## config.mk

```make
export PLATFORM = sky130hd
export DESIGN_NAME = vfpu_rst_seq
export DESIGN_NICKNAME = d
export VERILOG_FILES = /design/src/rtl/vfpu_rst_seq.sv
export SDC_FILE = /design/constraint.sdc
export NUM_CORES = 1
export LEC_CHECK = 0
export CORE_ASPECT_RATIO = 0.5
export CORE_MARGIN = 1
export CORE_UTILIZATION = 50
export DETAILED_ROUTE_END_ITERATION = 16
export MAX_ROUTING_LAYER = met4
export PLACE_DENSITY = 0.75
export RECOVER_POWER = 50
export REMOVE_ABC_BUFFERS = 1
export SYNTH_ARGS = -nofsm -noshare
export SYNTH_HDL_FRONTEND = slang
export SYNTH_SLANG_ARGS = --single-unit
```

## constraint.sdc

```tcl
create_clock -name clk -period 1.9 [get_ports clk]
set_clock_uncertainty 0.2 [all_clocks]
set_input_delay 0.57 -clock clk [delete_from_list [all_inputs] [get_ports clk]]
set_output_delay 0.57 -clock clk [all_outputs]
set_load 0.02 [all_outputs]
```

## src/rtl/vfpu_rst_seq.sv

```systemverilog
//------------------------------------------------------------------------------
// Module  : vfpu_rst_seq
// Brief   : Staged active-low domain reset release followed by a run window
//           with a one-shot start handshake, soft reset and restart counter.
//           Optional run-window watchdog: define VFPU_RST_SEQ_WDOG_EN.
// Revision: 1.0 - initial release
//------------------------------------------------------------------------------
`default_nettype none

module vfpu_rst_seq #(
   parameter int NUM_DOM     = 4,
   parameter int HOLD_CYCLES = 10,
   parameter int STAGE_GAP   = 2,
   parameter int CNT_W       = 16,
   parameter int WDOG_CYCLES = 1000
) (
   input  logic               clk,
   input  logic               rst,
   input  logic               sw_rst_req,
   output logic [NUM_DOM-1:0] dom_rst_n,
   output logic               run,
   output logic               start_valid,
   input  logic               start_ready,
   input  logic               test_done,
   output logic [1:0]         seq_state,
   output logic [7:0]         rst_count
`ifdef VFPU_RST_SEQ_WDOG_EN
   ,
   output logic               wdog_to
`endif
);

   localparam int IDX_W = (NUM_DOM > 1) ? $clog2(NUM_DOM) : 1;
   localparam logic [CNT_W-1:0] C_HOLD_LAST = CNT_W'(HOLD_CYCLES - 1);
   localparam logic [CNT_W-1:0] C_GAP_LAST  = CNT_W'(STAGE_GAP - 1);
   localparam logic [IDX_W-1:0] C_IDX_LAST  = IDX_W'(NUM_DOM - 1);

   // Configuration guard: the shared counter must reach every terminal count.
   if ((CNT_W < $clog2(HOLD_CYCLES + 1)) || (CNT_W < $clog2(STAGE_GAP + 1)) ||
       (CNT_W < $clog2(WDOG_CYCLES + 1))) begin : g_cnt_w_check
      $error("vfpu_rst_seq: CNT_W too narrow for configured cycle counts");
   end

   typedef enum logic [1:0] {
      S_HOLD    = 2'd0,
      S_RELEASE = 2'd1,
      S_RUN     = 2'd2,
      S_DONE    = 2'd3
   } state_t;

   state_t           r_state;
   logic [CNT_W-1:0] r_cnt;
   logic [IDX_W-1:0] r_idx;

`ifdef VFPU_RST_SEQ_WDOG_EN
   localparam logic [CNT_W-1:0] C_WDOG_LAST = CNT_W'(WDOG_CYCLES - 1);
   logic [CNT_W-1:0] r_wcnt;
`endif

   assign seq_state = r_state;

   function automatic logic [7:0] sat_inc(input logic [7:0] v);
      return (v == 8'hFF) ? v : v + 8'd1;
   endfunction

   always_ff @(posedge clk) begin
      if (rst) begin
         r_state     <= S_HOLD;
         r_cnt       <= '0;
         r_idx       <= '0;
         dom_rst_n   <= '0;
         run         <= 1'b0;
         start_valid <= 1'b0;
         rst_count   <= 8'd0;
`ifdef VFPU_RST_SEQ_WDOG_EN
         r_wcnt      <= '0;
         wdog_to     <= 1'b0;
`endif
      end else if (sw_rst_req && (r_state != S_HOLD)) begin
         // Soft reset outranks completion, handshake and stage progress.
         r_state     <= S_HOLD;
         r_cnt       <= '0;
         r_idx       <= '0;
         dom_rst_n   <= '0;
         run         <= 1'b0;
         start_valid <= 1'b0;
         rst_count   <= sat_inc(rst_count);
      end else begin
         case (r_state)
            S_HOLD: begin
               if (sw_rst_req) begin
                  r_cnt <= '0;
               end else if (r_cnt == C_HOLD_LAST) begin
                  r_state   <= S_RELEASE;
                  r_cnt     <= '0;
                  r_idx     <= '0;
                  dom_rst_n <= NUM_DOM'(1);
               end else begin
                  r_cnt <= r_cnt + 1'b1;
               end
            end
            S_RELEASE: begin
               if (r_idx == C_IDX_LAST) begin
                  r_state     <= S_RUN;
                  run         <= 1'b1;
                  start_valid <= 1'b1;
`ifdef VFPU_RST_SEQ_WDOG_EN
                  r_wcnt      <= '0;
`endif
               end else if (r_cnt == C_GAP_LAST) begin
                  r_cnt     <= '0;
                  r_idx     <= r_idx + 1'b1;
                  dom_rst_n <= (dom_rst_n << 1) | NUM_DOM'(1);
               end else begin
                  r_cnt <= r_cnt + 1'b1;
               end
            end
            S_RUN: begin
               if (test_done) begin
                  r_state     <= S_DONE;
                  run         <= 1'b0;
                  start_valid <= 1'b0;
`ifdef VFPU_RST_SEQ_WDOG_EN
               end else if (r_wcnt == C_WDOG_LAST) begin
                  r_state     <= S_HOLD;
                  r_cnt       <= '0;
                  r_idx       <= '0;
                  dom_rst_n   <= '0;
                  run         <= 1'b0;
                  start_valid <= 1'b0;
                  rst_count   <= sat_inc(rst_count);
                  wdog_to     <= 1'b1;
`endif
               end else begin
`ifdef VFPU_RST_SEQ_WDOG_EN
                  r_wcnt <= r_wcnt + 1'b1;
`endif
                  if (start_valid && start_ready) begin
                     start_valid <= 1'b0;
                  end
               end
            end
            default: begin
               run <= 1'b0;
            end
         endcase
      end
   end

endmodule

`default_nettype wire

```

==> flow_metrics.env <==
export IMPL_antenna_cells=0
export IMPL_min_delay_start="start_valid"
export IMPL_rsz0062_at_grt="yes"
export IMPL_wl_per_cell_um=18.4
export IMPL_synth_top_family_by_area="simple AND/OR/NAND/NOR gates"
export IMPL_overflow=0
export IMPL_synth_edf_count=0
export IMPL_fin_crit_sh_pct=108
export IMPL_yosys_area_top_type="dfxtp_1"
export IMPL_area_growth_pct=48.4
export IMPL_synthMuxAreaShare_pct=1.61
export IMPL_p_int_mw=1.43
export IMPL_dieArea_sq_mm=0.00399
export IMPL_regArea_sq_um=691
export IMPL_grt_pass1_vias=1735
export IMPL_pin_count=21
export IMPL_power_frac_seq_pct=35.3
export IMPL_ys_types=43
export IMPL_synth_top_area_share_pct=36.5
export IMPL_layout_min_cycle_time_ps=2050
export IMPL_rows=15
export IMPL_grt_pass1_wl_mm=7.95
export IMPL_grt_max_degree=13
export IMPL_total_leakage_power_nw=1.07
export IMPL_hold_depth=2
export IMPL_timing_rr_start="seq_state[0]"
export IMPL_die_width_um=88.3
export IMPL_setup_viol=21
export IMPL_final_util_pct=79.2
export IMPL_p_sw_mw=0.743
export IMPL_die_y_um=45.2
export IMPL_synth_xor_area_share_pct=3.29
export IMPL_max_freq_mhz=488
export IMPL_crit_chain="buf_6 -> ha_4 -> nor4b_2 -> nand4_1 -> a31oi_2 -> buf_4 -> nor2_1"
export IMPL_maxCapViolations=0
export IMPL_power_mw=2.17
export IMPL_nets=299
export IMPL_cp_slowest_stage_delay_ps=350
export IMPL_start_util_pct=53.4
export IMPL_ant_nets=0
export IMPL_io_buffers=20
export IMPL_ff2ff_setup_slack_ps=-150
export IMPL_synth_compound_area_share_pct=19.1
export IMPL_drtPass1Iterations=5
export IMPL_nFillCells=236
export IMPL_yosysWarnings=0
export IMPL_holdPathEnd="start_valid"
export IMPL_hold_viol=0
export IMPL_min_path_type="flip-flop to flip-flop"
export IMPL_ys_flop_type="dfxtp_1"
export IMPL_grt_usage_pct=28.1
export IMPL_via_per_inst=6.23
export IMPL_clockRootBuffer="clkbuf_8"
export IMPL_drive_gt1_share_pct=33.2
export IMPL_critPathKind="flip-flop to flip-flop"
export IMPL_h_tree_depth=2
export IMPL_cts_buffers=5
export IMPL_cts_hold_buffers=0
export IMPL_gp_congestion=0.930
export IMPL_drt_iter0_drc=202
export IMPL_clockPowerShare_pct=25.8
export IMPL_core_sq_mm=0.00349
export IMPL_dpl_cell_area_sq_mm=0.00238
export IMPL_status="finished, violations left"
export IMPL_critPathLaunchType="flip-flop"
export IMPL_tritoncts="yes"
export IMPL_final_area_sq_mm=0.00276
export IMPL_vias=2100
export IMPL_peakVddDrop_mv=0.454
export IMPL_worst_setup_path_end_kind="flip-flop"
export IMPL_netSwitchingFraction_pct=34.2
export IMPL_setup_slack_ps=-149
export IMPL_synth_async_reset_ratio_pct=0
export IMPL_power_frac_comb_pct=38.9
export IMPL_cts_sinks=34
export IMPL_dp_cells=323
export IMPL_multiInputGateArea_sq_mm=0.00134
export IMPL_hold_ws_ps=269
export IMPL_drc=0
export IMPL_worstPathMaxFanout=8
export IMPL_slew_headroom_pct=66.5
export IMPL_syn_area_sq_mm=0.00186
export IMPL_critPathSlowestCell="dfxtp_4"
export IMPL_clk_pin_slew_ps=70
export IMPL_fin_cells=337
export IMPL_ys_seq_elements=34
export IMPL_hpwl_mm=3.32
export IMPL_clk_latency_ps=300
export IMPL_synthAdderAreaFrac_pct=6.04
export IMPL_synth_simple_area_share_pct=29.7
export IMPL_synth_avg_cell_area_sq_um=8.43
export IMPL_grt_antenna_before_repair=0
export IMPL_cp_required_ps=1890
export IMPL_drv_slew=0
export IMPL_rr_worst_depth=7
export IMPL_seq_area_frac_synth_pct=36.5
export IMPL_clockBufferDepth=2
export IMPL_power_density_mw_per_mm2=786
export IMPL_synthTopCellsByArea="dfxtp_1 (37%), ha_1 (6.0%), a21oi_1 (5.6%)"
export IMPL_r2r_end="r_cnt[5]"
export IMPL_crit_arrival_ps=2040
export IMPL_drt_total_wl_mm=6.21
export IMPL_syn_inst=221
export IMPL_violations="setup timing"
export IMPL_tightest_slew_ps=501
## how the worst max path moves through the flow
stage,from,to,slack [ps],cells after the start
6_report,seq_state[0],r_cnt[5],-150,7
2_1_floorplan,seq_state[1],r_cnt[3],-680,6
3_5_place_dp,sw_rst_req,seq_state[1],-330,5
3_3_place_gp,sw_rst_req,r_cnt[14],-300,6
5_1_grt,seq_state[0],r_cnt[5],-240,7
4_1_cts,seq_state[0],r_cnt[12],9,7
## worst max-delay path: cells and delay by family, from the launching register on
kind	cells	cell delay (ps)
compound gates	1	300
simple gates	3	570
flops	1	350
fa+ha+maj	1	210
buf+inv	2	310
## flip-flops by register name, indices dropped and copies added (netlist names)
signal,count
run,1
start_valid,1
seq_state,2
r_cnt,16
dom_rst_n,4
r_idx,2
rst_count,8
## repair_timing
| action | CTS | global route |
|---|---|---|
| pin swaps | 8 | 14 |
| resized for setup | 45 | 37 |
| buffers inserted | 1 | 5 |
| endpoints found under the setup margin | 44 | 33 |
| gates cloned | 1 | 0 |
## cells in the mapped netlist (3+ instances only)
cell and n:
inv_1 7, nand2_1 14, buf_2 5, nor4b_1 3, a21oi_1 21, xor2_1 4
ha_1 9, clkbuf_1 3, nor3_1 3, o21ai_0 14, nand3_1 6, or3_1 8
nand2b_1 4, and2_1 4, nand4b_1 4, o2111ai_1 4, dfxtp_1 34, a211oi_1 3
mux2i_1 3, nor2_1 16, nor4_1 4, and3_1 3, nand4_1 14, nor2b_1 5
xnor2_1 3
## cell usage in the layout, fill, tap and decap left out, types with 7 or more instances in the layout
cell,synthesis,final
dlygate4sd2_1,0,16
or3_1,8,7
buf_4,1,41
dfxtp_1,34,30
nor2_1,16,16
nand4_1,14,14
nand2_1,14,14
o21ai_0,14,11
a21oi_1,21,19
## per-layer routing
metal / up-vias / wire length, um / share of wire [%] / global-route usage (%)
met4: 0 / 300 / 4.8 / 13.5
met2: 115 / 2910 / 47 / 46.0
li1: 960 / - / - / -
met3: 39 / 458 / 7.4 / 6.22
met1: 986 / 2540 / 41 / 33.5
met5: - / 0 / 0 / -
## final cells by class
cell class / instances / share of cell area (%)
multi-input cells: 171 / 48.6
flip-flops and latches: 34 / 25.0
repair buffers: 66 / 19.8
clock buffers: 7 / 3.12
well taps: 51 / 2.31
inverters: 7 / 0.951
clock inverters: 1 / 0.181
## kinds of logic after synthesis
kind of cell    Yosys count
xor+xnor                  7
buf+inv                  16
compound gates           57
flops                    34
fa+ha+maj                 9
mux                       3
simple gates             95
## power by group through the flow
| stage | combinational (mW) | sequential [mW] | clock, mW |
|---|---|---|---|
| after CTS | 0.664 | 0.757 | 0.566 |
| after floorplan | 0.269 | 0.780 | 0 |
| after detailed placement | 0.564 | 0.769 | 0 |
| after global routing | 0.882 | 0.770 | 0.608 |
| final | 0.846 | 0.767 | 0.560 |
| after global placement | 0.550 | 0.769 | 0 |
## metrics by stage
| step | TNS, ps | setup WS, ps |
|---|---|---|
| final | -1830 | -149 |
| after global routing | -3720 | -245 |
| after CTS | 0 | 9.20 |
| after detailed placement | -9650 | -332 |
| after global placement | -8550 | -296 |
| after floorplan | -10530 | -682 |
Power figures use the tool's default switching activity.
